## config.mk

```make
export PLATFORM = sky130hd
export DESIGN_NAME = fetch_unit
export DESIGN_NICKNAME = d
export VERILOG_FILES = /design/src/rtl/cpu_pkg.sv /design/src/rtl/fetch_unit_jump_lut.sv /design/src/rtl/fetch_unit.sv
export SDC_FILE = /design/constraint.sdc
export NUM_CORES = 1
export LEC_CHECK = 0
export ABC_AREA = 1
export CAP_MARGIN = 20
export CELL_PAD_IN_SITES_DETAIL_PLACEMENT = 1
export CELL_PAD_IN_SITES_GLOBAL_PLACEMENT = 1
export CORE_MARGIN = 2
export CORE_UTILIZATION = 25
export CTS_CLUSTER_DIAMETER = 200
export DETAILED_ROUTE_END_ITERATION = 8
export GPL_TIMING_DRIVEN = 0
export PLACE_DENSITY = 0.55
export SYNTH_ARGS = -nofsm -noshare
export SYNTH_HDL_FRONTEND = slang
export SYNTH_HIERARCHICAL = 1
export SYNTH_SLANG_ARGS = --single-unit
```

## constraint.sdc

```tcl
create_clock -name clk -period 1.6 [get_ports clk]
set_input_delay 0.16 -clock clk [delete_from_list [all_inputs] [get_ports clk]]
set_output_delay 0.16 -clock clk [all_outputs]
set_load 0.005 [all_outputs]
```

## src/rtl/cpu_pkg.sv

```systemverilog
// Shared constants and types for the fetch stage: widths, halt encoding,
// FSM states and a saturating counter helper.
package cpu_pkg;
    localparam int PC_W      = 10;
    localparam int CNT_W     = 16;
    localparam int LUT_IDX_W = 4;
    localparam int LUT_DEPTH = 16;
    localparam logic [8:0] HALT_WORD = 9'h1FF;

    typedef enum logic [1:0] {
        IDLE = 2'd0,
        RUN  = 2'd1,
        DONE = 2'd2
    } fetch_state_t;

    typedef logic [PC_W-1:0]  pc_t;
    typedef logic [CNT_W-1:0] cnt_t;

    // Holds at all-ones instead of wrapping back to zero.
    function automatic cnt_t sat_inc(input cnt_t v);
        if (v == {CNT_W{1'b1}}) begin
            return v;
        end else begin
            return v + {{(CNT_W-1){1'b0}}, 1'b1};
        end
    endfunction
endpackage

```

## src/rtl/fetch_unit_jump_lut.sv

```systemverilog
// Jump-target table: 16 absolute pc targets, one synchronous write port and a
// combinational read port, so a same-cycle write is seen by readers next cycle.
module jump_lut
    import cpu_pkg::*;
(
    input  logic                 clk,
    input  logic                 rst_n,
    input  logic                 wr_en_i,
    input  logic [LUT_IDX_W-1:0] wr_idx_i,
    input  pc_t                  wr_data_i,
    input  logic [LUT_IDX_W-1:0] rd_idx_i,
    output pc_t                  rd_data_o
);
    pc_t tab_q [LUT_DEPTH];

    // Table storage: cleared on reset, one entry updated per write strobe.
    always_ff @(posedge clk or negedge rst_n) begin
        if (!rst_n) begin
            tab_q <= '{default: '0};
        end else if (wr_en_i) begin
            tab_q[wr_idx_i] <= wr_data_i;
        end else begin
            tab_q <= tab_q;
        end
    end

    assign rd_data_o = tab_q[rd_idx_i];
endmodule

```

## src/rtl/fetch_unit.sv

```systemverilog
// Program counter, run/done FSM and executed-cycle counter; forwards ROM words
// to the decoder only while a program is running.
module fetch_unit
    import cpu_pkg::*;
(
    input  logic                 clk,
    input  logic                 rst_n,
    input  logic                 start,
    input  logic [PC_W-1:0]      start_addr,
    output logic [PC_W-1:0]      instr_addr,
    input  logic [8:0]           instr_data,
    output logic [8:0]           instr,
    output logic                 instr_valid,
    input  logic                 pc_jmp_en,
    input  logic [LUT_IDX_W-1:0] lut_ptr,
    input  logic                 lut_wr_en,
    input  logic [LUT_IDX_W-1:0] lut_wr_idx,
    input  logic [PC_W-1:0]      lut_wr_data,
    output logic                 done,
    output logic [CNT_W-1:0]     cycle_cnt
);
    fetch_state_t state_q;
    pc_t          pc_q;
    pc_t          pc_inc_d;
    pc_t          jmp_target_s;
    cnt_t         cnt_q;
    cnt_t         cnt_d;
    logic         done_q;
    logic         valid_q;
    logic         halt_s;

    jump_lut u_jump_lut (
        .clk       (clk),
        .rst_n     (rst_n),
        .wr_en_i   (lut_wr_en),
        .wr_idx_i  (lut_wr_idx),
        .wr_data_i (lut_wr_data),
        .rd_idx_i  (lut_ptr),
        .rd_data_o (jmp_target_s)
    );

    assign halt_s   = (instr_data == HALT_WORD);
    assign pc_inc_d = pc_q + {{(PC_W-1){1'b0}}, 1'b1};
    assign cnt_d    = sat_inc(cnt_q);

    // Run/done FSM with pc, cycle counter and status flags as registered outputs.
    always_ff @(posedge clk or negedge rst_n) begin
        if (!rst_n) begin
            state_q <= IDLE;
            pc_q    <= '0;
            cnt_q   <= '0;
            done_q  <= 1'b0;
            valid_q <= 1'b0;
        end else begin
            case (state_q)
                IDLE, DONE: begin
                    if (start) begin
                        state_q <= RUN;
                        pc_q    <= start_addr;
                        cnt_q   <= '0;
                        done_q  <= 1'b0;
                        valid_q <= 1'b1;
                    end else begin
                        state_q <= state_q;
                    end
                end
                RUN: begin
                    cnt_q <= cnt_d;
                    // Halt wins over a jump decoded from the same word.
                    if (halt_s) begin
                        state_q <= DONE;
                        done_q  <= 1'b1;
                        valid_q <= 1'b0;
                    end else if (pc_jmp_en) begin
                        pc_q <= jmp_target_s;
                    end else begin
                        pc_q <= pc_inc_d;
                    end
                end
                default: begin
                    state_q <= IDLE;
                    done_q  <= 1'b0;
                    valid_q <= 1'b0;
                end
            endcase
        end
    end

    assign instr_addr  = pc_q;
    assign instr_valid = valid_q;
    assign instr       = valid_q ? instr_data : 9'h000;
    assign done        = done_q;
    assign cycle_cnt   = cnt_q;
endmodule

```

==> results of run 1 <==
[area by class of cell]
type / count / area, sq um / area share
Clock inverter: 15 / 189 / 0.0154
Antenna cell: 1 / 2.50 / 0.000203
Sequential cell: 189 / 4740 / 0.385
Clock buffer: 17 / 425 / 0.0346
Inverter: 175 / 657 / 0.0534
Timing Repair Buffer: 110 / 1050 / 0.0853
Multi-Input combinational cell: 917 / 4150 / 0.337
Buffer: 82 / 443 / 0.0360
Tap cell: 518 / 648 / 0.0527
[kinds of logic (layout without fill, tap and decap cells)]
group / after synthesis / after routing / share of synthesized area
other: 0 / 1 / 0
AND/OR/NAND/NOR: 713 / 713 / 0.301
AO/OA/AOI/OAI: 195 / 195 / 0.102
buffers and inverters: 257 / 399 / 0.108
adder cells (fa/ha/maj): 2 / 2 / 0.00254
XOR/XNOR: 7 / 7 / 0.00622
flip-flops: 189 / 189 / 0.480
[final timing paths]
path	to	cells after the start
worst max-delay path	cycle_cnt[2]	1
worst min-delay path	instr_addr[2]$_DFFE_PN0P_	5
worst max register to register	cycle_cnt[6]$_DFFE_PN0P_	8
worst min register to register	u_jump_lut/tab_q[113]$_DFFE_PN0P_	2
max in group asynchronous	cycle_cnt[2]$_DFFE_PN0P_	3
min in group asynchronous	u_jump_lut/tab_q[11]$_DFFE_PN0P_	2
[layout by cell type (no fill, tap or decap), drive strengths merged]
| master | n |
|---|---|
| nor3 | 6 |
| nand2 | 488 |
| ha | 2 |
| nand3b | 2 |
| clkbuf | 40 |
| nand4 | 5 |
| or2 | 3 |
| dfrtp | 189 |
| xor2 | 6 |
| dlygate4sd2 | 11 |
| nand3 | 154 |
| o21ai | 185 |
| nor2 | 55 |
| bufinv | 2 |
| buf | 94 |
| diode | 1 |
| o21bai | 3 |
| clkinv | 3 |
| a21oi | 7 |
| dlymetal6s2s | 3 |
| inv | 185 |
| dlygate4sd3 | 1 |
| clkdlybuf4s50 | 60 |
| xnor2 | 1 |
[synthesized netlist by cell type]
master | instances | share of area
clkbuf_1 | 23 | 0.0088
buf_6 | 4 | 0.0046
nor2_4 | 2 | 0.0023
or2_2 | 3 | 0.0019
o21ai_1 | 105 | 0.053
a21oi_1 | 7 | 0.0036
nand3_1 | 151 | 0.077
ha_1 | 2 | 0.0025
nand2_1 | 487 | 0.19
nor3_2 | 2 | 0.0020
nand4_1 | 5 | 0.0032
clkbuf_2 | 1 | 0.00051
nor2_2 | 3 | 0.0019
nor2_1 | 50 | 0.019
clkinv_1 | 1 | 0.00038
o21bai_1 | 3 | 0.0023
o21ai_2 | 7 | 0.0062
nand3_2 | 3 | 0.0030
xnor2_1 | 1 | 0.00089
o21ai_0 | 73 | 0.037
buf_2 | 53 | 0.027
inv_2 | 2 | 0.00076
buf_4 | 1 | 0.00076
inv_1 | 172 | 0.065
nor3_1 | 3 | 0.0015
dfrtp_1 | 189 | 0.48
nand2_2 | 1 | 0.00064
nand3b_1 | 2 | 0.0015
xor2_1 | 6 | 0.0053
nor3_4 | 1 | 0.0017
[per-layer routing]
layer / wire, um / vias up / global-route usage
met5: 0 / - / 0
met4: 528 / 0 / 0.0474
met3: 1310 / 24 / 0.0270
met2: 17300 / 162 / 0.302
met1: 18700 / 4464 / 0.269
li1: - / 4506 / -
[through the flow]
stage                     setup WS, ns  std cells
after floorplan                  0.167       1363
after global placement           -8.49       1956
after detailed placement        -0.648       1959
after CTS                      0.00425       2010
after global routing           -0.0252       2023
final                           0.0521       2024
[report_power, final]
part	switching (mW)	internal, mW	leakage [nW]	total [mW]
Sequential	0.664	5.91	2.35	6.57
Clock	2.23	2.40	0.303	4.63
Combinational	2.86	2.10	3.45	4.97
[timing repair]
| item | in CTS | in global routing |
|---|---|---|
| endpoints found under the hold margin | 88 | 0 |
| hold buffers | 1 | 0 |
| pin swaps | 1 | 2 |
| gates resized for setup | 31 | 39 |
| cloned | 0 | 0 |
| buffers inserted | 18 | 13 |
| setup endpoints to repair | 77 | 39 |
[state kept, by name, summed over array words and instances (netlist names)]
| signal | count |
|---|---|
| u_jump_lut/tab_q | 160 |
| state_q | 2 |
| instr_addr | 10 |
| instr_valid | 1 |
| cycle_cnt | 16 |
==> summary.md, run 1 <==
| Metric | Value |
|---|---|
| Status | finished, final reports clean |
| Number of CTS-inserted buffers | 17 |
| Hold Path Class | input pin to register |
| CTS tree | built |
| Leakage | 6.11 nW |
| Syn Nets | 1407 |
| DRC | 0 |
| Max_slew headroom | 0.368 |
| CTS Root Cell | clkbuf_16 |
| Final hold vios | 0 |
| Minimum clock period after layout | 1.55 ns |
| Critical path peak fanout | 7 |
| Worst-Margin Slew | 0.948 ns |
| Critical path arrival | 1.39 ns |
| Pwr Density | 1310 nW/um^2 |
| Clock sinks | 189 |
| CP peak stage delay | 0.51 ns |
| Max stage delay cell, worst path | clkdlybuf4s50_1 |
| Area growth syn-to-layout | 24.8% |
| RSZ-0062 raised after global routing | true |
| Initial antenna violation count | 0 |
| Fillers | 4801 |
| Max-cap violations | 0 |
| Synthesized area | 9860 sq um |
| #FFs+latches synth | 189 |
| Startpoint types | register |
| Top-Level Pins | 79 |
| Final Cell Area | 12300 sq um |
| Worst VDD drop | 0.632 mV |
| DIE AREA | 41000 sq um |
| Clk_skew | 0.0107 ns |
| Initial DRC count | 622 |
| Post-DP HPWL | 27.9 mm |
| Vias in the first global route | 9419 |
| Avg Inst Size Synth | 7.23 sq um |
| CP Class | register to primary output |
| R2R Path Start | cycle_cnt[0]$_DFFE_PN0P_ |
| Floorplan core area | 38800 sq um |
| Setup TNS | 0 ns |
| Yosys warning total | 6 |
| # H-tree levels | 4 |
| FMAX | 646 MHz |
| CP bufs+invs | 1 |
| Die span in x | 203 um |
| Post-synthesis sequential area ratio | 0.480 |
| GPL Wtd Cong | 0.917 |
| Setup crit end kind | primary output |
| Fin. max-slew vios | 0 |
| Row count | 72 |
| Internal reg-to-reg setup slack | 0.10 ns |
| Die height | 203 um |
| Largest net degree at the start of global routing | 102 |
| ANT nets after route | 0 |
| Clk slew on worst S/H paths | 0.08 ns |
| Synth Instances | 1363 |
| Final net count | 1536 |
| CP delay by family, top | buffers and inverters |
| Layout cells sized above 1 | 0.128 |
| Via count | 9156 |
| Total gr overflow | 0 |
| Final Util | 0.317 |
| Clk buf depth | 2 |
| Overall power | 16.2 mW |
| Clock latency on the worst-skew pair | 0.46 ns |
| Pre-antenna DRT Iters | 5 |
| Routed wire per std cell | 18.7 um |
| Req. time, crit path | 1.44 ns |
| Distinct cells, synth | 30 |
| Min-delay src | pc_jmp_en |
| I/O Buffers | 75 |
| Hold WS | 0.275 ns |
| Post-DP Area | 11300 sq um |
| Post-Route WL | 37.8 mm |
| Wire length of the first global-routing pass | 58.3 mm |
| Initial core utilization | 0.254 |
| Total track usage | 0.189 |
| Crit path launch | cycle_cnt[2]$_DFFE_PN0P_ |
| Final setup vio count | 0 |
| Critical-path cell list | clkdlybuf4s50_1 |
| Tcrit/Tclk final | 0.967 |
| Vias/cell | 4.52 |
(Power assumes the default switching activity.)
==> run 2: changes to the inputs <==
--- a/config.mk
+++ b/config.mk
@@ -10,11 +10,11 @@
 export CELL_PAD_IN_SITES_DETAIL_PLACEMENT = 1
 export CELL_PAD_IN_SITES_GLOBAL_PLACEMENT = 1
 export CORE_MARGIN = 2
-export CORE_UTILIZATION = 25
+export CORE_UTILIZATION = 43
 export CTS_CLUSTER_DIAMETER = 200
 export DETAILED_ROUTE_END_ITERATION = 8
 export GPL_TIMING_DRIVEN = 0
-export PLACE_DENSITY = 0.55
+export PLACE_DENSITY = 0.83
 export SYNTH_ARGS = -nofsm -noshare
 export SYNTH_HDL_FRONTEND = slang
 export SYNTH_HIERARCHICAL = 1
==> summary.md, run 2 (same netlist as run 1, synthesis figures left out) <==
| Metric | Value |
|---|---|
| Req. time, crit path | 1.44 ns |
| Final hold vios | 0 |
| Ant diodes | 0 |
| Post-DP Area | 11000 sq um |
| Most frequent cells in the layout | nand2_1 (483), dfrtp_1 (174), inv_1 (172) |
| Initial DRC count | 780 |
| Vias/cell | 5.32 |
| Final worst setup slack | -0.0142 ns |
| Routed wire per std cell | 19.8 um |
| Max_slew headroom | 0.399 |
| Pre-antenna DRT Iters | 6 |
| Die height | 155 um |
| Total gr overflow | 0 |
| Final Cell Area | 11800 sq um |
| GPL Wtd Cong | 0.972 |
| # H-tree levels | 4 |
| Top-Level Pins | 79 |
| Tcrit/Tclk final | 1.01 |
| Startpoint types | register |
| Multi-input gate area | 4120 sq um |
| Max reg flops | 160 |
| Via count | 9450 |
| Leakage | 6.01 nW |
| Largest net degree at the start of global routing | 99 |
| Setup TNS | -0.0142 ns |
| Initial antenna violation count | 0 |
| Clk_skew | 0.0164 ns |
| CP Class | register to primary output |
| Layout cells sized above 1 | 0.113 |
| DRC | 0 |
| Critical-path cell list | clkdlybuf4s50_1 |
| Clock sinks | 189 |
| Setup crit end kind | primary output |
| Worst-Margin Slew | 0.901 ns |
| Clock latency on the worst-skew pair | 0.45 ns |
| Initial core utilization | 0.437 |
| CTS Root Cell | clkbuf_16 |
| CTS tree | built |
| Die span in x | 155 um |
| I/O Buffers | 75 |
| CP peak stage delay | 0.56 ns |
| Max-cap violations | 0 |
| Fillers | 2882 |
| Critical path arrival | 1.45 ns |
| Failing checks | negative setup slack |
| Area growth syn-to-layout | 20.2% |
| FF/Latch Area | 4750 sq um |
| Fin. max-slew vios | 0 |
| Pwr Density | 1330 nW/um^2 |
| Number of CTS-inserted buffers | 17 |
| FMAX | 620 MHz |
| Floorplan core area | 22600 sq um |
| Final Util | 0.525 |
| Most common cell after layout, fill and taps aside | nand2_1 |
| Wire length of the first global-routing pass | 54.8 mm |
| Post-place setup slack | -0.561 ns |
| Reg with most FFs | u_jump_lut/tab_q |
| Stages on the worst setup path | 1 |
| Vias in the first global route | 9788 |
| ANT nets after route | 0 |
| Post-Route WL | 35.1 mm |
| Worst VDD drop | 0.727 mV |
| CP bufs+invs | 1 |
| Final net count | 1521 |
| Clk slew on worst S/H paths | 0.09 ns |
| Status | complete, but fails checks |
| RSZ-0062 raised after global routing | true |
| Critical path peak fanout | 4 |
| Reg2reg path depth | 7 |
| Row count | 55 |
| Minimum clock period after layout | 1.61 ns |
| DIE AREA | 24200 sq um |
| Final setup vio count | 1 |
| CP delay by family, top | buffers and inverters |
| Overall power | 15.7 mW |
| Clk buf depth | 2 |
| Max stage delay cell, worst path | clkdlybuf4s50_1 |
| Post-DP HPWL | 24.8 mm |
| Worst hold path depth | 5 |
| Total track usage | 0.298 |
| Hold Path Class | input pin to register |
==> run 2: per-stage QoR <==
step,hold slack (ns),instances
after CTS,0.238,1762
final,0.281,1775
after global routing,0.298,1775
after global placement,0.469,1723
after detailed placement,0.245,1724
after floorplan,-0.136,1363
==> run 2: metal layers <==
metal  vias to the layer above  GRT usage  share of wire
met5                         -          0              0
met4                         0      0.137          0.045
met3                        76     0.0596          0.056
met2                       294      0.467           0.45
met1                      4603      0.399           0.45
li1                       4477          -              -
==> run 2: power by group <==
part | switching [mW] | internal (mW) | total (mW)
Sequential | 0.808 | 5.92 | 6.72
Clock | 2.15 | 2.13 | 4.27
Combinational | 2.74 | 1.98 | 4.72
==> run 2: final timing paths <==
| check | to | slack [ns] | from |
|---|---|---|---|
| hold / removal | instr_addr[2]$_DFFE_PN0P_ | 0.28 | pc_jmp_en |
| setup / recovery | cycle_cnt[0] | -0.01 | cycle_cnt[0]$_DFFE_PN0P_ |
| max in group asynchronous | cycle_cnt[7]$_DFFE_PN0P_ | 0.32 | rst_n |
| setup reg to reg | cycle_cnt[12]$_DFFE_PN0P_ | 0.07 | cycle_cnt[9]$_DFFE_PN0P_ |
| min in group asynchronous | u_jump_lut/tab_q[17]$_DFFE_PN0P_ | 0.30 | rst_n |
| hold reg to reg | u_jump_lut/tab_q[113]$_DFFE_PN0P_ | 0.49 | u_jump_lut/tab_q[113]$_DFFE_PN0P_ |
==> run 2: repair_timing <==
item	in CTS	in global routing
buffers inserted	5	13
pin swaps	1	1
endpoints found under the setup margin	41	50
hold buffers	1	0
gates resized for setup	24	41
endpoints found under the hold margin	97	0
==> run 2: layout make-up <==
class | instances | share of cell area
clock buffer | 18 | 0.0371
multi-input combinational | 917 | 0.348
buffer | 82 | 0.0370
sequential | 189 | 0.401
timing repair buffer | 95 | 0.0793
inverter | 175 | 0.0555
clock inverter | 14 | 0.0127
tap | 285 | 0.0301
==> run 3: changes to the inputs <==
--- a/config.mk
+++ b/config.mk
@@ -5,12 +5,11 @@
 export SDC_FILE = /design/constraint.sdc
 export NUM_CORES = 1
 export LEC_CHECK = 0
-export ABC_AREA = 1
 export CAP_MARGIN = 20
 export CELL_PAD_IN_SITES_DETAIL_PLACEMENT = 1
 export CELL_PAD_IN_SITES_GLOBAL_PLACEMENT = 1
 export CORE_MARGIN = 2
-export CORE_UTILIZATION = 43
+export CORE_UTILIZATION = 48
 export CTS_CLUSTER_DIAMETER = 200
 export DETAILED_ROUTE_END_ITERATION = 8
 export GPL_TIMING_DRIVEN = 0
==> summary.md, run 3 <==
| Metric | Value |
|---|---|
| Syn Nets | 713 |
| Most common cell after layout, fill and taps aside | dfrtp_1 |
| GPL Wtd Cong | 0.851 |
| CTS tree | built |
| ANT nets after route | 0 |
| Worst-Margin Slew | 0.907 ns |
| Post-DP Area | 10300 sq um |
| CTS Root Cell | clkbuf_16 |
| Post-DP HPWL | 17.3 mm |
| Post-Route WL | 27.5 mm |
| Wire length of the first global-routing pass | 41.9 mm |
| Pwr Density | 1340 nW/um^2 |
| RR Endpoint | instr_addr[1]$_DFFE_PN0P_ |
| Top-Level Pins | 79 |
| Max_slew headroom | 0.395 |
| Synthesized area | 9180 sq um |
| DIE AREA | 20300 sq um |
| I/O Buffers | 71 |
| Hold Path Class | input pin to async pin |
| Internal reg-to-reg setup slack | -0.29 ns |
| Synth Instances | 669 |
| Total gr overflow | 0 |
| Worst VDD drop | 0.895 mV |
| Startpoint types | register |
| Net switching share of the total power | 0.296 |
| Most frequent cells in the layout | dfrtp_1 (169), mux2_2 (159), clkdlybuf4s50_1 (53) |
| Ys flop type | dfrtp_1 |
| Post-synthesis sequential area ratio | 0.515 |
| Synth top cells by count | dfrtp_1 (189), mux2_2 (159), mux4_2 (40), nand2_1 (39), a22oi_1 (21) |
| Fillers | 1731 |
| Area growth syn-to-layout | 26.4% |
| Pre-antenna DRT Iters | 4 |
| Clock latency on the worst-skew pair | 0.43 ns |
| Internal power | 11.0 mW |
| Layout cells sized above 1 | 0.464 |
| RSZ-0062 raised after global routing | true |
| Yosys warning total | 6 |
| Final Cell Area | 11600 sq um |
| Setup crit end kind | register |
| Total track usage | 0.277 |
| Post-synth ARST share | 1.00 |
| FMAX | 529 MHz |
| CP Class | register to register |
| Final setup vio count | 25 |
| Clk slew on worst S/H paths | 0.07 ns |
| Hold WS | 0.305 ns |
| Reg with most FFs | u_jump_lut/tab_q |
| Switch Pwr | 4.61 mW |
| Clk_skew | 0.00442 ns |
| # H-tree levels | 4 |
| R2R Path Start | u_jump_lut/tab_q[41]$_DFFE_PN0P_ |
| Top cells by area, synth | dfrtp_1 (52%), mux2_2 (20%), mux4_2 (9.8%), a22oi_1 (1.7%), nand2_1 (1.6%) |
| Via count | 6577 |
| Yosys top cell by area | dfrtp_1 |
| Number of CTS-inserted buffers | 17 |
| Vias/cell | 6.31 |
| Final net count | 839 |
| Avg Inst Size Synth | 13.7 sq um |
| Die span in x | 142 um |
| Critical path arrival | 2.20 ns |
| Fin. max-slew vios | 0 |
| Comb pwr share | 0.278 |
| Tcrit/Tclk final | 1.18 |
| Critical path peak fanout | 2 |
| Status | complete, but fails checks |
| #FFs+latches synth | 189 |
| Failing checks | negative setup slack |
| Max-cap violations | 0 |
| Row count | 50 |
| Final worst setup slack | -0.289 ns |
| Routed wire per std cell | 26.4 um |
| Most frequent cell after synthesis | dfrtp_1 |
| Minimum clock period after layout | 1.89 ns |
| Floorplan core area | 18800 sq um |
| Leakage | 4.89 nW |
| DRC | 0 |
| Distinct cells, synth | 62 |
| Layout Cells excl Fill | 1042 |
| Overall power | 15.6 mW |
| Placed Cells | 975 |
| Initial core utilization | 0.489 |
| Max reg flops | 160 |
| Initial antenna violation count | 0 |
| Reg2reg path depth | 7 |
| Clock Power Share | 0.284 |
| Vias in the first global route | 7250 |
| Die height | 142 um |
| Final hold vios | 0 |
| Req. time, crit path | 1.91 ns |
| Post-synth EDFFs | 0 |
| Initial DRC count | 351 |
| Post-synth top area share | 0.515 |
| Clk buf depth | 2 |
| Largest net degree at the start of global routing | 105 |
| Clock sinks | 189 |
| Ant diodes | 0 |
| Part of the power in registers | 0.438 |
run 3: routing by layer:
metal | up-vias | track usage | share of wire
met5 | - | 0 | 0
met2 | 237 | 0.508 | 0.53
met4 | 0 | 0.0646 | 0.019
li1 | 2788 | - | -
met3 | 43 | 0.0471 | 0.047
met1 | 3509 | 0.342 | 0.40
run 3: timing repair:
action | CTS | global route
pin swaps | 26 | 25
gates cloned | 0 | 1
buffers inserted | 16 | 18
hold endpoints to repair | 85 | 0
setup endpoints to repair | 126 | 82
hold buffers | 1 | 0
gates resized for setup | 56 | 63
run 3: layout make-up:
cell class | instances | area [sq um] | area share
buffer | 38 | 265 | 0.0228
clock buffer | 19 | 453 | 0.0390
clock inverter | 13 | 165 | 0.0142
inverter | 3 | 11.3 | 0.000970
multi-input combinational | 438 | 4560 | 0.393
sequential | 189 | 4750 | 0.410
tap | 234 | 293 | 0.0252
timing repair buffer | 108 | 1110 | 0.0953
run 3: kinds of logic after synthesis:
family | synth area share
compound gates | 0.0647
mux | 0.302
xor+xnor | 0.00286
flops | 0.515
simple gates | 0.0913
buf+inv | 0.0211
fa+ha+maj | 0.00273
run 3: how the worst max path moves through the flow:
stage          slack [ns]  cells after the start                               end                        startpoint
6_report            -0.29                      7         instr_addr[1]$_DFFE_PN0P_  u_jump_lut/tab_q[41]$_DFFE_PN0P_
5_1_grt             -0.40                      7         instr_addr[1]$_DFFE_PN0P_  u_jump_lut/tab_q[41]$_DFFE_PN0P_
4_1_cts             -0.26                      6         instr_addr[5]$_DFFE_PN0P_  u_jump_lut/tab_q[45]$_DFFE_PN0P_
3_5_place_dp        -0.83                      8         instr_addr[5]$_DFFE_PN0P_                        lut_ptr[3]
3_3_place_gp        -6.94                      1  u_jump_lut/tab_q[94]$_DFFE_PN0P_                             rst_n
2_1_floorplan       -0.11                      8         instr_addr[5]$_DFFE_PN0P_                        lut_ptr[0]
run 3: power by group through the flow:
| stage | Sequential [mW] | Combinational [mW] | Clock (mW) |
|---|---|---|---|
| after floorplan | 6.58 | 2.34 | 0 |
| after global placement | 6.74 | 3.43 | 0 |
| after detailed placement | 6.89 | 3.66 | 0 |
| after CTS | 6.84 | 3.96 | 4.51 |
| after global routing | 6.95 | 4.65 | 4.71 |
| final | 6.83 | 4.33 | 4.43 |
run 3: metrics by stage:
stage          setup TNS [ns]  setup slack [ns]  utilization
6_report                -3.25            -0.289        0.619
5_1_grt                 -5.20            -0.395        0.619
4_1_cts                 -3.26            -0.261        0.600
3_5_place_dp           -79.77            -0.830        0.549
3_3_place_gp         -1379.94             -6.94        0.547
2_1_floorplan          -0.345            -0.110            -
run 3: critical path, stage by stage, from the launching register on:
cell,delay (ns)
dfrtp_1,0.38
mux4_2,0.48
a22oi_2,0.25
nand2_1,0.13
mux2i_1,0.17
nor2_1,0.07
a21oi_1,0.20
o21ai_1,0.09
